[src/rtl/stitch_tcdm_responder.sv]
// rtl/stitch_tcdm_responder.sv - memory-side TCDM endpoint driving one fixed-latency SRAM bank
// Optional request/stall performance counters: define STITCH_TCDM_RESPONDER_PERF_EN.
module stitch_tcdm_responder #(
    parameter int unsigned AddrWidth     = 32,
    parameter int unsigned DataWidth     = 32,
    parameter int unsigned SramAddrWidth = 10,
    parameter int unsigned SramLatency   = 1,
    parameter bit          RegisterRsp   = 1'b0,
    localparam int unsigned StrbWidth    = DataWidth / 8
) (
    input  logic                     clk_i,
    input  logic                     rst_ni,
    input  logic [AddrWidth-1:0]     req_q_addr_i,
    input  logic                     req_q_write_i,
    input  logic [DataWidth-1:0]     req_q_data_i,
    input  logic [StrbWidth-1:0]     req_q_strb_i,
    input  logic                     req_q_valid_i,
    output logic [DataWidth-1:0]     rsp_p_data_o,
    output logic                     rsp_p_valid_o,
    output logic                     rsp_q_ready_o,
    output logic                     sram_req_o,
    input  logic                     sram_gnt_i,
    output logic                     sram_we_o,
    output logic [SramAddrWidth-1:0] sram_addr_o,
    output logic [DataWidth-1:0]     sram_wdata_o,
    output logic [StrbWidth-1:0]     sram_be_o,
    input  logic [DataWidth-1:0]     sram_rdata_i
`ifdef STITCH_TCDM_RESPONDER_PERF_EN
    ,
    input  logic                     perf_clr_i,
    output logic [31:0]              perf_acc_o,
    output logic [31:0]              perf_stall_o
`endif
);

    localparam int unsigned OffWidth = $clog2(StrbWidth);

    logic                   accept;
    logic [SramLatency-1:0] pipe_valid;
    logic [SramLatency-1:0] pipe_write;
    logic [SramLatency-1:0] valid_next;
    logic [SramLatency-1:0] write_next;
    logic                   issue_valid;
    logic [DataWidth-1:0]   issue_data;
    logic                   unused_addr;

    assign sram_req_o    = req_q_valid_i;
    assign sram_we_o     = req_q_write_i;
    assign sram_addr_o   = req_q_addr_i[OffWidth +: SramAddrWidth];
    assign sram_wdata_o  = req_q_data_i;
    assign sram_be_o     = req_q_strb_i;
    assign rsp_q_ready_o = sram_gnt_i;
    assign accept        = req_q_valid_i & sram_gnt_i;

    // Byte offset and bits above the bank window never reach the SRAM.
    assign unused_addr = ^{req_q_addr_i[AddrWidth-1:OffWidth+SramAddrWidth],
                           req_q_addr_i[OffWidth-1:0]};

    if (SramLatency > 1) begin : g_deep
        assign valid_next = {pipe_valid[SramLatency-2:0], accept};
        assign write_next = {pipe_write[SramLatency-2:0], accept & req_q_write_i};
    end else begin : g_single
        assign valid_next = accept;
        assign write_next = accept & req_q_write_i;
    end

    always_ff @(posedge clk_i or negedge rst_ni) begin
        if (!rst_ni) begin
            pipe_valid <= '0;
            pipe_write <= '0;
        end else begin
            pipe_valid <= valid_next;
            pipe_write <= write_next;
        end
    end

    // The bank's read data lines up with the last tracking stage; writes answer with zero.
    assign issue_valid = pipe_valid[SramLatency-1];
    assign issue_data  = (issue_valid && !pipe_write[SramLatency-1]) ? sram_rdata_i : '0;

    if (RegisterRsp) begin : g_rsp_reg
        always_ff @(posedge clk_i or negedge rst_ni) begin
            if (!rst_ni) begin
                rsp_p_valid_o <= 1'b0;
                rsp_p_data_o  <= '0;
            end else begin
                rsp_p_valid_o <= issue_valid;
                rsp_p_data_o  <= issue_data;
            end
        end
    end else begin : g_rsp_comb
        assign rsp_p_valid_o = issue_valid;
        assign rsp_p_data_o  = issue_data;
    end

`ifdef STITCH_TCDM_RESPONDER_PERF_EN
    logic stall;

    assign stall = req_q_valid_i & ~sram_gnt_i;

    always_ff @(posedge clk_i or negedge rst_ni) begin
        if (!rst_ni) begin
            perf_acc_o   <= '0;
            perf_stall_o <= '0;
        end else if (perf_clr_i) begin
            perf_acc_o   <= '0;
            perf_stall_o <= '0;
        end else begin
            if (accept && (perf_acc_o != 32'hFFFF_FFFF)) begin
                perf_acc_o <= perf_acc_o + 32'd1;
            end
            if (stall && (perf_stall_o != 32'hFFFF_FFFF)) begin
                perf_stall_o <= perf_stall_o + 32'd1;
            end
        end
    end
`endif

endmodule

[config.mk]
export PLATFORM = sky130hd
export DESIGN_NAME = stitch_tcdm_responder
export DESIGN_NICKNAME = d
export VERILOG_FILES = /design/src/rtl/stitch_tcdm_responder.sv
export SDC_FILE = /design/constraint.sdc
export NUM_CORES = 1
export LEC_CHECK = 0
export CAP_MARGIN = 15
export CORE_ASPECT_RATIO = 1.25
export CORE_MARGIN = 5
export CORE_UTILIZATION = 18
export DETAILED_ROUTE_END_ITERATION = 7
export PLACE_DENSITY = 0.84
export SLEW_MARGIN = 25
export SYNTH_ARGS = -nofsm -noshare
export SYNTH_HDL_FRONTEND = slang
export SYNTH_SLANG_ARGS = --single-unit
[constraint.sdc]
create_clock -name clk_i -period 2.7 [get_ports clk_i]
set_input_delay 0.54 -clock clk_i [delete_from_list [all_inputs] [get_ports clk_i]]
set_output_delay 0.54 -clock clk_i [all_outputs]
set_load 0.03 [all_outputs]
# Word-level counts from Yosys, hierarchy flattened
# Index checks and enable logic that the tools add are counted.
dict set report totals {
  reg_bits 2
  inputBits 105
  output_inout_bits 82
}
dict set report classes {
  reduce_logical 2
  n_bitwise 2
  n_mux 1
}
# operator count
set op_table {}
lappend op_table {{$mux 32} 1}
lappend op_table {{$and 1x1->1} 2}
lappend op_table {{$logic_and 1x1->1} 1}
lappend op_table {{$logic_not 1->1} 1}

# Logic depth before layout (Yosys ltp)
# Gate-level depths: netlist (run 1).
dict set report depth {
  word_depth 3
  depth_mapped 2
  mapped_depth_nobuf 1
}

# Worst setup path before layout (run 1)
# OpenSTA, ideal clock, no wires.
dict set report synth_timing {
  path_kind {register to output}
  startpoint {reg pipe_valid (netlist: rsp_p_valid_o)}
  endpoint {out rsp_p_data_o[0]}
  n_path_buf 1
  setup_slack_ns 1.141
  required_ns 2.160
  arrival_ns 1.019
  stages_incl_launch_ff 3
  cell_sequence {dfrtp_1 > buf_2 > and3b_2}
}
dict set report synth_via {
  elab_chain_cells 2
}
# element line
set synth_lines {}
lappend synth_lines {{from (decl)} 39} ;# logic [SramLatency-1:0] pipe_valid;
lappend synth_lines {{from (signal assigned)} 72} ;# pipe_valid <= valid_next;
lappend synth_lines {{$logic_and 1x1->1} 79} ;# assign issue_data = (issue_valid && !pipe_write[SramLatency-1]) ? sram_rdata_i : '0;
lappend synth_lines {{$mux 32} 79}
lappend synth_lines {{to (decl)} 18} ;# output logic [DataWidth-1:0] rsp_p_data_o,
# Every way passes these cells.

# Final worst setup path (run 1)
dict set report layout_timing {
  startpoint {in sram_rdata_i[21]}
  endpoint {out rsp_p_data_o[21]}
}
dict set report layout_via {
  elab_chain_cells 1
}
# element line
set layout_lines {}
lappend layout_lines {{from (decl)} 27} ;# input logic [DataWidth-1:0] sram_rdata_i
lappend layout_lines {{$mux 32} 79}
# Every way passes these cells.

==> results of run 1 <==
-- final cells by class --
| class | instances | area (um2) | area share |
|---|---|---|---|
| tap | 58 | 72.6 | 0.0589 |
| sequential | 2 | 50.0 | 0.0406 |
| multi-input combinational | 34 | 333 | 0.270 |
| timing repair buffer | 74 | 736 | 0.597 |
| clock buffer | 3 | 41.3 | 0.0335 |
-- registers in the layout, indices dropped and copies added, names as in the netlist --
| register | count |
|---|---|
| rsp_p_valid_o | 1 |
| pipe_write | 1 |
-- cell families (layout without fill, tap and decap cells) --
family | Yosys count | after routing
flip-flops | 2 | 2
AND/OR/NAND/NOR | 34 | 34
buffers and inverters | 55 | 77
-- Yosys cell counts --
library cell  count
and2_1            1
and3_1            1
and3b_2          32
buf_2             3
buf_4            52
dfrtp_1           2
-- where the power goes --
part | internal (mW) | switching [mW] | leakage [nW]
registers | 0.0315 | 0.000316 | 0.0263
logic | 0.0986 | 0.0733 | 0.474
clock network | 0.0943 | 0.0235 | 0.0216
-- routing by layer --
layer  up-vias  part of all wire  GRT usage
li1        295                 -          -
met2        85              0.36      0.145
met1       275              0.30     0.0872
met4         0             0.071     0.0906
met5         -                 0          0
met3        32              0.28      0.129
-- through the flow --
| step | setup slack, ps | util |
|---|---|---|
| global placement | 320 | 0.275 |
| global route | 263 | 0.285 |
| detailed placement | 311 | 0.275 |
| CTS | 309 | 0.285 |
| finish | 320 | 0.285 |
| floorplan | 1140 | - |
-- worst min path at each step --
| stage | endpoint | cells after the start |
|---|---|---|
| floorplan | pipe_write | 0 |
| global placement | rsp_p_valid_o | 1 |
| detailed placement | pipe_write | 1 |
| CTS | pipe_write | 1 |
| global route | rsp_p_valid_o | 1 |
| finish | pipe_write | 1 |
-- worst max-delay path, stage by stage --
cell             delay [ps]
clkdlybuf4s50_1         460
and3b_2                 170
clkdlybuf4s50_1         670
==> impl_metrics.json, run 1 <==
{
  "status": "completed",
  "ys_types": 6,
  "die_area_mm2": 0.00581,
  "synth_top_family_by_area": "buffers and inverters",
  "postSynthCellCount": 91,
  "power_leakage_nw": 0.522,
  "num_vias": 687,
  "irDropWorstVdd_mv": 0.154,
  "cts_root_buf": "clkbuf_8",
  "synth-simple-area-share": 0.422,
  "p_total_uw": 321,
  "fp.dieH_um": 84.0,
  "synth_top_area_cell": "buf_4",
  "ys_top_cells_by_area": "buf_4 (50%), and3b_2 (41%), dfrtp_1 (6.3%), buf_2 (1.9%), and2_1 (0.79%)",
  "pwr_density_cell_mw_per_mm2": 261,
  "initial_utilization": 0.182,
  "postCtsSetupRepairBufs": 0,
  "hold_class": "primary input to asynchronous set/reset pin",
  "synthAdderAreaFrac": 0,
  "ant_nets": 0,
  "synth_compound_area_frac": 0,
  "timing.hold.ws_ps": 496,
  "setup.worst_path.end": "rsp_p_data_o[21]",
  "drv_cap": 0,
  "dpl_cell_area_mm2": 0.00119,
  "grt_max_degree": 34,
  "synth-xor-area-share": 0,
  "grt_pass1_vias": 734,
  "place_inst": 168,
  "hold_viol": 0,
  "syn_to_final_growth_pct": 56.3,
  "grt_antenna_before_repair": 0,
  "drc": 0,
  "end_kind": "output pin",
  "setup_tns_ps": 0,
  "fin_area_mm2": 0.00123,
  "tritoncts": "yes",
  "seq_area_frac_synth": 0.0635,
  "wl_per_cell_um": 18.9,
  "cp_data_arrival_time_ps": 1840,
  "drt-pass1-iter-count": 2,
  "critPathMaxFanout": 1,
  "vias_per_cell": 4.02,
  "cts.sinks": 2,
  "rows": 27,
  "cts_resized": 0,
  "clk_pin_slew_ps": 30,
  "grt_setup_unrepaired": "no",
  "nets": 220,
  "yosys_warnings": 0,
  "final_layout_size_suffix_gt1_frac": 0.327,
  "io_pins": 187,
  "place.gp.congestion": 0.772,
  "fillers": 480,
  "die_w_um": 69.2,
  "cts_buffers": 3,
  "drt-initial-drc-count": 12,
  "slew_headroom": 0.754,
  "most-common-layout-cells": "clkdlybuf4s50_1 (72), and3b_2 (32), clkbuf_8 (3), dfrtp_1 (2), buf_4 (2)",
  "final_common_cell": "clkdlybuf4s50_1",
  "setup_viol": 0,
  "grt_pass1_wl_um": 4860,
  "grt.total_usage": 0.110,
  "clockBufferDepth": 2,
  "netlist.area_leader.share": 0.495,
  "period_share": 0.882,
  "syn_area_um2": 788,
  "synth-seq-cells": 2,
  "grt_overflow_total": 0,
  "syn_area_per_cell_um2": 8.66,
  "coreArea_mm2": 0.00432,
  "max_freq_ghz": 0.420,
  "io_buffers": 72,
  "diodes": 0,
  "start_kind": "primary input",
  "crit_start": "sram_rdata_i[21]",
  "syn_nets": 196,
  "path_class": "primary input to output pin",
  "cts_hold_buf": 0,
  "fin_crit_ps": 2380,
  "slew_violations": 0,
  "synth.area.mux_share": 0,
  "stdcell_count": 171,
  "crit_required_ps": 2160,
  "wirelength_um": 3240,
  "h-tree-depth": 1,
  "tightest_slew_ps": 367
}
(Power assumes the default switching activity.)
==> run 2, diff against run 1 <==
--- a/config.mk
+++ b/config.mk
@@ -5,6 +5,7 @@
 export SDC_FILE = /design/constraint.sdc
 export NUM_CORES = 1
 export LEC_CHECK = 0
+export ABC_CLOCK_PERIOD_IN_PS = 2700
 export CAP_MARGIN = 15
 export CORE_ASPECT_RATIO = 1.25
 export CORE_MARGIN = 5
==> results of run 2 <==
Final layout, timing and power as in run 1 (identical DEF).
==> run 3, diff against run 2 <==
--- a/config.mk
+++ b/config.mk
@@ -9,9 +9,10 @@
 export CAP_MARGIN = 15
 export CORE_ASPECT_RATIO = 1.25
 export CORE_MARGIN = 5
-export CORE_UTILIZATION = 18
+export CORE_UTILIZATION = 19
+export CTS_BUF_LIST = sky130_fd_sc_hd__clkbuf_4 sky130_fd_sc_hd__clkbuf_8
 export DETAILED_ROUTE_END_ITERATION = 7
-export PLACE_DENSITY = 0.84
+export PLACE_DENSITY = 0.88
 export SLEW_MARGIN = 25
 export SYNTH_ARGS = -nofsm -noshare
 export SYNTH_HDL_FRONTEND = slang
==> run 3 against run 2 <==
Sequential share of layout area about the same. Setup slack got worse by 34 ps. Largest power group unchanged. Global-route usage decreased by 1.2 points. Via count decreased by 1.9%. Highest routed layer unchanged. Utilization increased by 1.7 points. Clock power decreased by 3%. Maximum frequency decreased by 1.4%. Total power decreased by 1.1%. Sequential power about the same. Critical path depth unchanged.
==> impl_metrics.json, run 3 (synthesis gave the netlist of run 1 again) <==
{
  "status": "completed",
  "wl_met2_um": 1310,
  "hold_class": "primary input to asynchronous set/reset pin",
  "diodes": 0,
  "power_leakage_nw": 0.522,
  "fin_crit_ps": 2410,
  "m1WireLength_um": 706,
  "final_common_cell": "clkdlybuf4s50_1",
  "vias_per_cell": 3.99,
  "critPathMaxFanout": 1,
  "die_w_um": 67.6,
  "num_vias": 674,
  "cts_buffers": 3,
  "coreArea_mm2": 0.00407,
  "syn_to_final_growth_pct": 56.0,
  "grt_setup_unrepaired": "no",
  "h-tree-depth": 1,
  "crit_start": "sram_rdata_i[15]",
  "wl_met3_um": 829,
  "final_layout_size_suffix_gt1_frac": 0.327,
  "nets": 220,
  "slew_headroom": 0.774,
  "wl_per_cell_um": 17.9,
  "cts_root_buf": "clkbuf_8",
  "start_kind": "primary input",
  "max_freq_ghz": 0.414,
  "grt_max_degree": 34,
  "grt_pass1_vias": 654,
  "cts_resized": 0,
  "grt.total_usage": 0.0980,
  "postCtsSetupRepairBufs": 0,
  "grt_antenna_before_repair": 0,
  "io_pins": 187,
  "setup_viol": 0,
  "final_core_util": 0.302,
  "pwr_density_cell_mw_per_mm2": 259,
  "irDropWorstVdd_mv": 0.249,
  "drc": 0,
  "period_share": 0.894,
  "ant_nets": 0,
  "top_layer_used": "met4",
  "dpl_cell_area_mm2": 0.00119,
  "slowest_delay_ps": 670,
  "timing.hold.ws_ps": 505,
  "drt-pass1-iter-count": 2,
  "place_inst": 166,
  "wirelength_um": 3020,
  "path_class": "primary input to output pin",
  "tritoncts": "yes",
  "largestRegisters": "pipe_write (1), rsp_p_valid_o (1)",
  "grt_overflow_total": 0,
  "cp_data_arrival_time_ps": 1870,
  "p_total_uw": 318,
  "hold_viol": 0,
  "cts_hold_buf": 0,
  "fp.dieH_um": 82.0,
  "clockBufferDepth": 2,
  "crit_chain": "clkdlybuf4s50_1 -> and3b_2 -> clkdlybuf4s50_1",
  "end_kind": "output pin",
  "grt_pass1_wl_um": 3910,
  "initial_utilization": 0.194,
  "cpMaxStageDelayCell": "clkdlybuf4s50_1",
  "tightest_slew_ps": 338,
  "io_buffers": 72,
  "crit_top_cell": "clkdlybuf4s50_1",
  "clk_pin_slew_ps": 30,
  "place.gp.congestion": 0.520,
  "fin_area_mm2": 0.00123,
  "pre_cts_slack_ps": 274,
  "crit_required_ps": 2160,
  "cts.sinks": 2,
  "setup_tns_ps": 0,
  "drv_cap": 0,
  "die_area_mm2": 0.00555,
  "rows": 26,
  "most-common-layout-cells": "clkdlybuf4s50_1 (72), and3b_2 (32), clkbuf_8 (3), dfrtp_1 (2), buf_4 (2)",
  "slew_violations": 0,
  "drt-initial-drc-count": 15,
  "stdcell_count": 169,
  "worst_slack_ps": 286
}
## run 3: cell type report
type	count	area [um2]
Clock buffer	3	41.3
Fill cell	416	2840
Tap cell	56	70.1
Multi-Input combinational cell	34	333
Sequential cell	2	50.0
Timing Repair Buffer	74	736
## run 3: path summary, 6_finish.rpt
kind / endpoint / slack [ps] / cells after the start
setup / recovery: rsp_p_data_o[15] / 290 / 3
hold / removal: rsp_p_valid_o / 510 / 1
max in group asynchronous: pipe_write / 2070 / 1
min in group clk_i: rsp_p_valid_o / 940 / 2
## run 3: routing by layer
layer / GRT usage / vias up
met3: 0.0903 / 26
met5: 0 / -
met4: 0.0791 / 0
li1: - / 297
met1: 0.0704 / 273
met2: 0.155 / 78
## run 3: worst max-delay path: cells and delay by family
family | cells | cell delay (ps)
buffers and inverters | 2 | 1150
and+or+nand+nor | 1 | 180
## run 3: where the power goes
group          leakage (nW)  total (mW)  switching (mW)  internal, mW
logic                 0.474       0.172          0.0732        0.0987
registers            0.0263      0.0319        0.000326        0.0316
clock network        0.0216       0.114          0.0203        0.0940
==> RTL change: new RTL, settings of run 1 <==
Change the parameter `SramLatency` from 1 to 2.
--- a/src/rtl/stitch_tcdm_responder.sv
+++ b/src/rtl/stitch_tcdm_responder.sv
@@ -4,7 +4,7 @@
     parameter int unsigned AddrWidth     = 32,
     parameter int unsigned DataWidth     = 32,
     parameter int unsigned SramAddrWidth = 10,
-    parameter int unsigned SramLatency   = 1,
+    parameter int unsigned SramLatency   = 2,
     parameter bit          RegisterRsp   = 1'b0,
     localparam int unsigned StrbWidth    = DataWidth / 8
 ) (
Check against the original RTL: not equivalent (Yosys sat finds a counterexample within 4 cycles, from zero or initial values and one cycle with rst_ni low).
==> RTL change against run 1 <==
Sequential cell count rose by 2. Final cell count rose by 1.2%. Clock power rose by 4%. Wire length fell by 7.9%. Sequential share of layout area rose by 3.7 points. Die area rose by 5.5%. Area after synthesis rose by 6.3%. Design area rose by 4.1%. Core utilization rose by 0.26 points. Total power rose by 12%. Worst hold slack got worse by 0.15 ns. Worst setup slack got worse by 0.015 ns. Critical path type unchanged. Critical endpoint is now rsp_p_data_o[27].
==> RTL change: results (changes against run 1) <==
status finished, final reports clean; Worst Hold Launch pipe_valid[0]; largest net degree at the start of global routing 34 (unchanged); CTS Buffer Depth 2 (unchanged); vias in the first global route 702 (-4.4%); Reg-to-Reg Start pipe_write[0]; Max Clock Skew 0.0004105 ns; vias after detailed routing 703 (+2.3%); top_reg_cell synth dfrtp_1; clock-pin slew on the worst setup and hold paths 0.03 ns (about the same); Area contributors post-synth buf_4 47%, and3b_2 38%, dfrtp_1 12%, buf_2 1.8%, and2_1 0.75%; post-route setup slack 0.3052 ns (-0.01453 ns); reg2reg path depth 0; Resize count post-CTS 0 (unchanged); initial antenna violation count 0 (unchanged); gpl congestion 0.7830 (+1.4%); Worst VDD drop 180.9 uV (+18%); Hold Path Stages 0; compound-cell area share of the yosys netlist 0 (unchanged); leakage power total 0.0005481 uW (+5.0%); Mapped Nets 198 (+1.0%); dpl ws 0.2965 ns (-0.01457 ns); setup slack, reg-to-reg 2.24 ns; CTS root buf clkbuf_8; final hold slack 0.3458 ns (-0.1498 ns); family with the most delay on the worst path buffers and inverters; worst-skew pair later-pin latency 0.21 ns; Iter 0 DRT Violations 6 (-6); first-pass GRT wire length 4043 um (-17%); slowest stage cell, crit path clkdlybuf4s50_1; share of layout cells above drive strength 1 0.3217 (-0.005694); H-tree depth 1 (unchanged); DRC viols 0 (unchanged); top post-synthesis cells by count 52 x buf_4, 32 x and3b_2, 4 x dfrtp_1; biggest regs pipe_valid (2), pipe_write (2); Tightest Hold Check Type reg2reg; # diodes 0 (unchanged); postcts setup bufs 0 (unchanged); Post-Synth XOR/XNOR Area 0 (unchanged); WL final 2979 um (-7.9%); crit-path max FO 1 (unchanged); final slew viol count 0 (unchanged); Max transition margin 0.7793 (+0.02485); GRT Total Usage 0.08671 (-0.02361); sequential element share of the synthesized area 0.1194 (+0.05591); Crit path largest cell delay 0.67 ns (about the same); post-route ant nets 0 (unchanged); YS warnings 0 (unchanged); # nets final 222 (+0.91%); first element of the critical path sram_rdata_i[27]
RTL change: cell types whose count changed in the layout (fill, tap and decap cells not counted), sizes merged:
| cell | delta |
|---|---|
| dfrtp | +2 |
RTL change: path summary, 6_finish.rpt:
kind                                          to
max in group asynchronous          pipe_valid[0]
worst max-delay path            rsp_p_data_o[27]
worst min register to register     pipe_valid[1]
worst max register to register     pipe_write[1]
min in group asynchronous          pipe_valid[1]
worst min-delay path               pipe_valid[1]
RTL change: per-stage QoR:
stage | cell area, um^2 | cells
finish | 1282 | 173
global route | 1282 | 173
CTS | 1282 | 173
detailed placement | 1241 | 170
global placement | 1241 | 170
floorplan | 838.3 | 93
RTL change: cell families after synthesis:
| logic type | Yosys count |
|---|---|
| buf+inv | 55 |
| flops | 4 |
| simple gates | 34 |
RTL change: final cells by class:
| cell class | count | area [um^2] |
|---|---|---|
| clock buffer | 3 | 41.29 |
| fill | 484 | 3177 |
| multi-input combinational | 34 | 332.8 |
| sequential | 4 | 100.1 |
| tap | 58 | 72.57 |
| timing repair buffer | 74 | 735.7 |
RTL change: where the power goes:
group	internal [uW]	switching (uW)
clock network	94.8	28.4
logic	98.7	73.5
registers	63.0	0.602
RTL change: metal layers:
| metal | share of wire | GRT usage | up-vias |
|---|---|---|---|
| met4 | 0.070 | 0.08718 | 0 |
| met1 | 0.28 | 0.06625 | 284 |
| met3 | 0.25 | 0.07889 | 26 |
| li1 | - | - | 302 |
| met2 | 0.40 | 0.1257 | 91 |
| met5 | 0 | 0 | - |
